`src/rtl/dragon_pkg.sv`:
```
// Shared types and screen limits for the dragon hit responder.
package dragon_pkg;

    typedef enum logic [1:0] {
        ALIVE    = 2'd0,
        COOLDOWN = 2'd1,
        DYING    = 2'd2,
        DEFEATED = 2'd3
    } dragon_state_t;

    // Dragon counts as on-screen strictly between these bounds.
    localparam int SCREEN_X_MIN = -50;
    localparam int SCREEN_X_MAX = 640;

    function automatic logic on_screen(input logic signed [10:0] x);
        return (int'(x) > SCREEN_X_MIN) && (int'(x) < SCREEN_X_MAX);
    endfunction

endpackage

```
`src/rtl/frame_collision_latch.sv`:
```
// Sticky per-frame collision flags; a pixel seen on the startOfFrame cycle
// seeds the new frame while the registered values still describe the old one.
module frame_collision_latch (
    input  logic clk,
    input  logic reset,
    input  logic startOfFrame,
    input  logic dragonDR,
    input  logic spellDR,
    input  logic playerDR,
    output logic spellColl,
    output logic playerColl
);

    logic spell_px;
    logic player_px;

    assign spell_px  = dragonDR & spellDR;
    assign player_px = dragonDR & playerDR;

    always_ff @(posedge clk or posedge reset) begin
        if (reset) begin
            spellColl  <= 1'b0;
            playerColl <= 1'b0;
        end else if (startOfFrame) begin
            spellColl  <= spell_px;
            playerColl <= player_px;
        end else begin
            spellColl  <= spellColl | spell_px;
            playerColl <= playerColl | player_px;
        end
    end

endmodule

```
`src/rtl/dragon_hit_responder.sv`:
```
// Dragon damage/invulnerability/death sequencer, evaluated once per frame.
//   state    | meaning
//   ALIVE    | vulnerable, spell hits accepted
//   COOLDOWN | invulnerable for a frame count after a non-fatal hit
//   DYING    | death animation, frame count then DEFEATED
//   DEFEATED | terminal until reset
module dragon_hit_responder
    import dragon_pkg::*;
#(
    parameter int MAX_HEALTH      = 3,
    parameter int COOLDOWN_FRAMES = 32,
    parameter int DEATH_FRAMES    = 16
) (
    input  logic               clk,
    input  logic               reset,
    input  logic               startOfFrame,
    input  logic               pause,
    input  logic               dragonDR,
    input  logic               spellDR,
    input  logic               playerDR,
    input  logic signed [10:0] dragonTopLeftX,
    output logic               dragonHit,
    output logic               playerHit,
    output logic [2:0]         dragonHealth,
    output logic               dragonVisible,
    output logic               dragonDefeated
);

    localparam logic [2:0] HEALTH_INIT = 3'(MAX_HEALTH);
    localparam logic [7:0] COOL_LOAD   = 8'(COOLDOWN_FRAMES);
    localparam logic [7:0] DEATH_LOAD  = 8'(DEATH_FRAMES);

    dragon_state_t state, state_nxt;
    logic [7:0]    counter, counter_nxt;
    logic [2:0]    health, health_nxt;
    logic          dragon_hit_nxt, player_hit_nxt;
    logic          spellColl, playerColl;
    logic          evaluate, spell_hit, player_touch;

    frame_collision_latch u_latch (
        .clk          (clk),
        .reset        (reset),
        .startOfFrame (startOfFrame),
        .dragonDR     (dragonDR),
        .spellDR      (spellDR),
        .playerDR     (playerDR),
        .spellColl    (spellColl),
        .playerColl   (playerColl)
    );

    assign evaluate     = startOfFrame & ~pause;
    assign spell_hit    = spellColl & on_screen(dragonTopLeftX);
    assign player_touch = playerColl & on_screen(dragonTopLeftX);

    always_ff @(posedge clk or posedge reset) begin
        if (reset) begin
            state     <= ALIVE;
            counter   <= 8'd0;
            health    <= HEALTH_INIT;
            dragonHit <= 1'b0;
            playerHit <= 1'b0;
        end else begin
            state     <= state_nxt;
            counter   <= counter_nxt;
            health    <= health_nxt;
            dragonHit <= dragon_hit_nxt;
            playerHit <= player_hit_nxt;
        end
    end

    always_comb begin
        state_nxt      = state;
        counter_nxt    = counter;
        health_nxt     = health;
        dragon_hit_nxt = 1'b0;
        player_hit_nxt = 1'b0;
        if (evaluate) begin
            case (state)
                ALIVE: begin
                    player_hit_nxt = player_touch;
                    if (spell_hit) begin
                        dragon_hit_nxt = 1'b1;
                        if (health <= 3'd1) begin
                            health_nxt  = 3'd0;
                            state_nxt   = DYING;
                            counter_nxt = DEATH_LOAD;
                        end else begin
                            health_nxt  = health - 3'd1;
                            state_nxt   = COOLDOWN;
                            counter_nxt = COOL_LOAD;
                        end
                    end
                end
                COOLDOWN: begin
                    player_hit_nxt = player_touch;
                    if (counter <= 8'd1) begin
                        counter_nxt = 8'd0;
                        state_nxt   = ALIVE;
                    end else begin
                        counter_nxt = counter - 8'd1;
                    end
                end
                DYING: begin
                    if (counter <= 8'd1) begin
                        counter_nxt = 8'd0;
                        state_nxt   = DEFEATED;
                    end else begin
                        counter_nxt = counter - 8'd1;
                    end
                end
                default: begin
                    state_nxt = state;
                end
            endcase
        end
    end

    always_comb begin
        case (state)
            ALIVE:    dragonVisible = 1'b1;
            COOLDOWN: dragonVisible = ~counter[1];
            DYING:    dragonVisible = ~counter[1];
            default:  dragonVisible = 1'b0;
        endcase
    end

    assign dragonHealth   = health;
    assign dragonDefeated = (state == DEFEATED);

endmodule

```
`config.mk`:
```
export PLATFORM = sky130hd
export DESIGN_NAME = dragon_hit_responder
export DESIGN_NICKNAME = d
export VERILOG_FILES = /design/src/rtl/dragon_pkg.sv /design/src/rtl/frame_collision_latch.sv /design/src/rtl/dragon_hit_responder.sv
export SDC_FILE = /design/constraint.sdc
export NUM_CORES = 1
export LEC_CHECK = 0
export ABC_AREA = 1
export BUFFER_PORTS_ARGS = -buffer_cell sky130_fd_sc_hd__buf_2
export CORE_MARGIN = 1.5
export CORE_UTILIZATION = 45
export DETAILED_ROUTE_END_ITERATION = 12
export GPL_ROUTABILITY_DRIVEN = 0
export MAX_ROUTING_LAYER = met4
export PLACE_DENSITY_LB_ADDON = 0.2
export SLEW_MARGIN = 10
export SYNTH_ARGS = -nofsm -noshare
export SYNTH_HDL_FRONTEND = slang
export SYNTH_SLANG_ARGS = --single-unit
```
`constraint.sdc`:
```
create_clock -name clk -period 1.5 [get_ports clk]
set_clock_uncertainty 0.05 [all_clocks]
set_input_delay 0.225 -clock clk [delete_from_list [all_inputs] [get_ports clk]]
set_output_delay 0.225 -clock clk [all_outputs]
set_load 0.01 [all_outputs]
```
# Word-level counts from Yosys, hierarchy flattened
# Cells that the tools add are included.
# totals
regBits	17
out_inout_bits	7
word_cells	55
# classes
n_addsub	2
order_cmp	4
eq_ne	6
muxes	18
bitwise_logic	9
n_reduce_logical	9
# ops
cell	n
8-bit 2-to-1 mux	2
8-bit one-hot mux with 2 select lines	1
11-bit by 7-bit greater-than comparator with 1-bit output, second input constant	1
11-bit less-than comparator, second input constant	1
8-bit by 1-bit less-or-equal comparator with 1-bit output, second input constant	1
2-bit 2-to-1 mux	4
8-bit by 1-bit subtractor with 8-bit output, second input constant	1
1-bit 2-to-1 mux	7
6-bit 2-to-1 mux	1
2-bit inequality test, second input constant	3
2-bit one-hot mux with 3 select lines	1
3-bit AND reduction	2
1-bit AND	5
5-bit AND reduction	1
2-bit == test, second input constant	2
2-bit OR reduction	2
3-bit by 1-bit less-or-equal comparator with 1-bit output, second input constant	1
3-bit 2-to-1 mux	1
3-bit nonzero test	1
3-bit by 1-bit subtractor with 3-bit output, second input constant	1
2-bit by 1-bit == test with 1-bit output, second input constant	1
2-bit logical NOT	1
1-bit NOT	2
1-bit bitwise OR	2
other kinds (3)	3

# Logic depth before layout (Yosys ltp)
# logic_depth
depth_word	6
ltp_mapped	11
depth_no_buf	11

# Hierarchy
# Synthesis repeated with hierarchy kept, for this count alone.
# unflattened
hier_cells	181
hier_area_um2	1255.0
# by_module_without_submodules
mod	instances	cells_each	area_per_inst_um2
dragon_hit_responder	1	171	1174.9
frame_collision_latch	1	10	80.1

# Worst setup path after synthesis
# No wires, ideal clock.
# synth_timing
path_kind	reg-to-reg
start	register counter[0]
end	register state[0]
arrival_ns	1.342
required_time_ns	1.333
setup_slack_ns	-0.009
path_stages_with_launch	12
synth_period_minus_slack_ns	1.509
path_cell_list	dfrtp_1 inv_1 ha_1 inv_1 nand2_1 nand2_2 nor2_4 nor2_2 nor3_4 nand2_1 nand2_1 nand2_1
# synth_via
elab_chain_cells	3
# synth_lines
element	line	text
from (decl)	dragon_hit_responder.sv:34	logic [7:0] counter, counter_nxt;
from (signal assigned)	dragon_hit_responder.sv:64	counter <= counter_nxt;
8-bit by 1-bit less-or-equal comparator with 1-bit output (*)	dragon_hit_responder.sv:96, dragon_hit_responder.sv:104	
2-bit inequality test (no source line)	-	
5-bit AND reduction (no source line) (*)	-	
to (signal assigned)	dragon_hit_responder.sv:63	state <= state_nxt;
to (decl)	dragon_hit_responder.sv:33	dragon_state_t state, state_nxt;
# Mark *: on every way between the ends. The rest lies on a longest branch, timed or not.
# A chain may end at the register's enable or synchronous reset.

# Worst setup path in the final report
# layout_timing
start	register state[1]
end	output dragonVisible
# layout_via
elab_chain_cells	3
# layout_lines
element	line	text
2-bit == test or 2-bit by 1-bit == test with 1-bit output (tied branches)	dragon_hit_responder.sv:119	case (state)
2-bit OR reduction (no source line)	-	
1-bit one-hot mux with 2 select lines (*)	dragon_hit_responder.sv:119	
to (decl)	dragon_hit_responder.sv:25	output logic dragonVisible,
# Marks and branches as above.

==> results.md <==
* Global-route wire length before repair at 5.664 mm
* Num rows at 18
* Largest area contributor in the netlist: dfrtp_1
* IO Count at 25
* RSZ-0062 raised after global routing: true
* Status: complete, but fails checks
* Async set-reset flop share out of synthesis at 1.000
* Routed WL at 3.485 mm
* Post-synthesis compound-gate area fraction at 0.07021
* Core Footprint at 0.002477 mm2
* Clock Path Buffers at 2
* DRT iter0 DRCs at between 40 and 50
* Crit path cell chain: buf_4 -> ha_4 -> a211oi_2 -> buf_2
* Number of synthesized flops with an enable pin at 0
* Clk slew on worst S/H paths at 0.11 ns
* Syn Inst Count at roughly 170
* Routed WL per cell at ~14 um
* Maximum VDD drop at 1.733 mV
* Vias post-DR at 1285
* Worst slew pin tran at about 0.25 ns
* Root Buffer: clkbuf_4
* Post-synth top area share at 0.3191
* Post-synth top cells: nand2_1, inv_1, nor2_1, nand3_1, dfrtp_1
* Failing checks: negative setup slack
* DP Area at 0.001471 mm2
* Post-synthesis register bit count at 17
* Largest family of logic cells by synthesized area: simple AND/OR/NAND/NOR gates
* N_diodes at 0
* Leak at a little over 0.0009 uW
* Clock power frac at 0.068
* Multiplexer share of the synthesized area at 0
* DRT Pass-1 Iters at 4
* Max-slew violations at 0
* Initial Util at 0.4747
* Dominant synthesized flop cell: dfrtp_1
* CTS tree: built
* Final Cell Area at 0.001714 mm2
* Startpoint types: flop
* HP Class: input port to flop
* DRT antenna net count at 0
* Post-route setup slack at -0.2392 ns
* Synth Area in Adders at 0.08511
* Sequential area share after synthesis at 0.3638
* Slew margin rel. at 0.8296
* Layout cell share with drive strength beyond 1 at 0.4241
* Critical path capture point type: primary output
* Combinational Power Share at 0.733
* Final setup fails at 12
* Unique masters post-synth at 21
* Largest net degree at the start of global routing at 18
* Area Growth Syn to Fin at 45.74%
* Remaining Overflow, GRT at 0
* H-tree Lvls at 1
* Crit path largest cell delay at between 0.4 and 0.5 ns
* Min Tclk post-route at 1.739 ns
* CTS Buf Count at 3
* Die Ht at about 54 um
* Pint at 2048 uW
* Final setup TNS at -1.116 ns
* Flop pwr share at 0.199
* Synth top area cells: dfrtp_1, nand2_1, ha_1
* Max Freq at between 0.5 and 0.6 GHz
* Dpl ws at -0.1051 ns
* Critical path arrival at 1.46 ns
* Synth Area per Inst at 7.001 um2
* R2R Setup Slk at -0.16 ns
* Maxcap violations at 0
* Vias/cell at 5.059
* DP HPWL at 2.369 mm
* Part of the cycle the worst path needs at 1.159
* All-Layer GR Usage at 0.2750
* Worst Setup Path Type: flop to primary output
* Slowest cell on the critical path: dfrtp_1
* Simple-Gate Fraction of Synth Area at 0.3798
* Warnings, synthesis at 0
* Drt drc at 0
* Syn Nets at about 190
* Critical path required time at around 1.2 ns
* Crit-path max FO at 3
* Final Hold Violating Endpoints at 0
* Utilization after layout at 0.6919
* Port Buffers at 24
* Vias in the first global route at 1306
* Power per cell area at 2346 mW/mm2
* Chip width at 54.13 um
* Sw Ratio at 0.4907
* Antenna violations before repair at 0
* XOR/XNOR Fraction of Synth Area at 0.01489
* Nets at roughly 250
* Clk sinks at 17
* Count leader, synth: nand2_1
* Post-Syn Area at 0.001176 mm2
* Full die area at slightly below 0.003 mm2
* Net Switching at between 1500 and 2000 uW
* Worst skew pair latency at a little over 0.3 ns
-- layer usage --
metal  track usage  vias to the layer above  wire, um  share of wire
met4       0.09583                        0        74          0.021
met2        0.4839                       28      1902           0.55
met5             -                        -         0              0
li1              -                      636         -              -
met1        0.3162                      612      1399           0.40
met3       0.03889                        9       108          0.031
-- placed cells by master, fill, tap and decap left out, types with 2 or more instances in the layout --
| cell | n |
|---|---|
| a22o_1 | 2 |
| buf_2 | 24 |
| buf_4 | 24 |
| buf_6 | 4 |
| clkbuf_4 | 3 |
| dfrtp_1 | 15 |
| dfstp_2 | 2 |
| ha_1 | 4 |
| ha_4 | 4 |
| inv_1 | 16 |
| inv_2 | 8 |
| nand2_1 | 47 |
| nand2_2 | 7 |
| nand3_1 | 13 |
| nand3_2 | 5 |
| nand4_1 | 2 |
| nor2_1 | 17 |
| nor2_2 | 4 |
| nor2_4 | 5 |
| o21ai_0 | 7 |
| xor2_1 | 2 |
-- timing repair --
item / CTS / global route
gates resized for setup: 20 / 16
hold endpoints to repair: 15 / 0
pin swaps: 3 / 17
endpoints found under the setup margin: 12 / 15
setup buffers: 6 / 3
hold buffers: 1 / 0
-- area by class of cell --
type	count	area (um2)
Fill cell	190	763.2
Sequential cell	17	427.9
Multi-Input combinational cell	125	768.2
Timing Repair Buffer	53	355.3
Tap cell	30	37.54
Clock buffer	3	22.52
Clock inverter	1	5.005
Inverter	25	97.59
-- cell families after synthesis --
group                      Yosys count
adders and majority gates            8
AOI/OAI and AO/OA                   14
DFF                                 17
and+or+nand+nor                    101
buffers and inverters               26
xor gates and xnor gates             2
-- critical path, delay by kind of cell (launching register included) --
| kind | cells | cell delay, ns |
|---|---|---|
| compound gates | 1 | 0.20 |
| fa+ha+maj | 1 | 0.17 |
| buf+inv | 2 | 0.34 |
| flops | 1 | 0.44 |
-- path summary, 6_finish.rpt --
check / startpoint / to / cells after the start
worst max-delay path: state[1] / dragonVisible / 4
worst min-delay path: playerDR / u_latch.playerColl / 2
worst max register to register: counter[1] / state[1] / 11
worst min register to register: u_latch.playerColl / u_latch.playerColl / 1
max in group asynchronous: reset / dragonHealth[1] / 4
min in group asynchronous: reset / dragonHit / 4
-- power by group through the flow --
stage	clock network (uW)	registers [uW]	logic, uW
2_1_floorplan	0	797	1350
3_3_place_gp	0	785	2070
3_5_place_dp	0	798	2160
4_1_cts	269	791	2570
5_1_grt	289	823	3240
6_report	273	801	2950
-- flip-flops by register name (all words and copies together) (netlist names) --
signal,flops
playerHit,1
counter,8
u_latch.playerColl,1
dragonHealth,3
dragonHit,1
u_latch.spellColl,1
state,2
-- through the flow --
stage	cells	hold slack, ns	power (uW)
after floorplan	168	0.09961	2144
after global placement	240	0.1948	2852
after detailed placement	240	0.2017	2960
after CTS	251	0.1065	3629
after global routing	254	0.1194	4356
final	254	0.09696	4021
No activity file was read; power rests on OpenSTA's default activity.
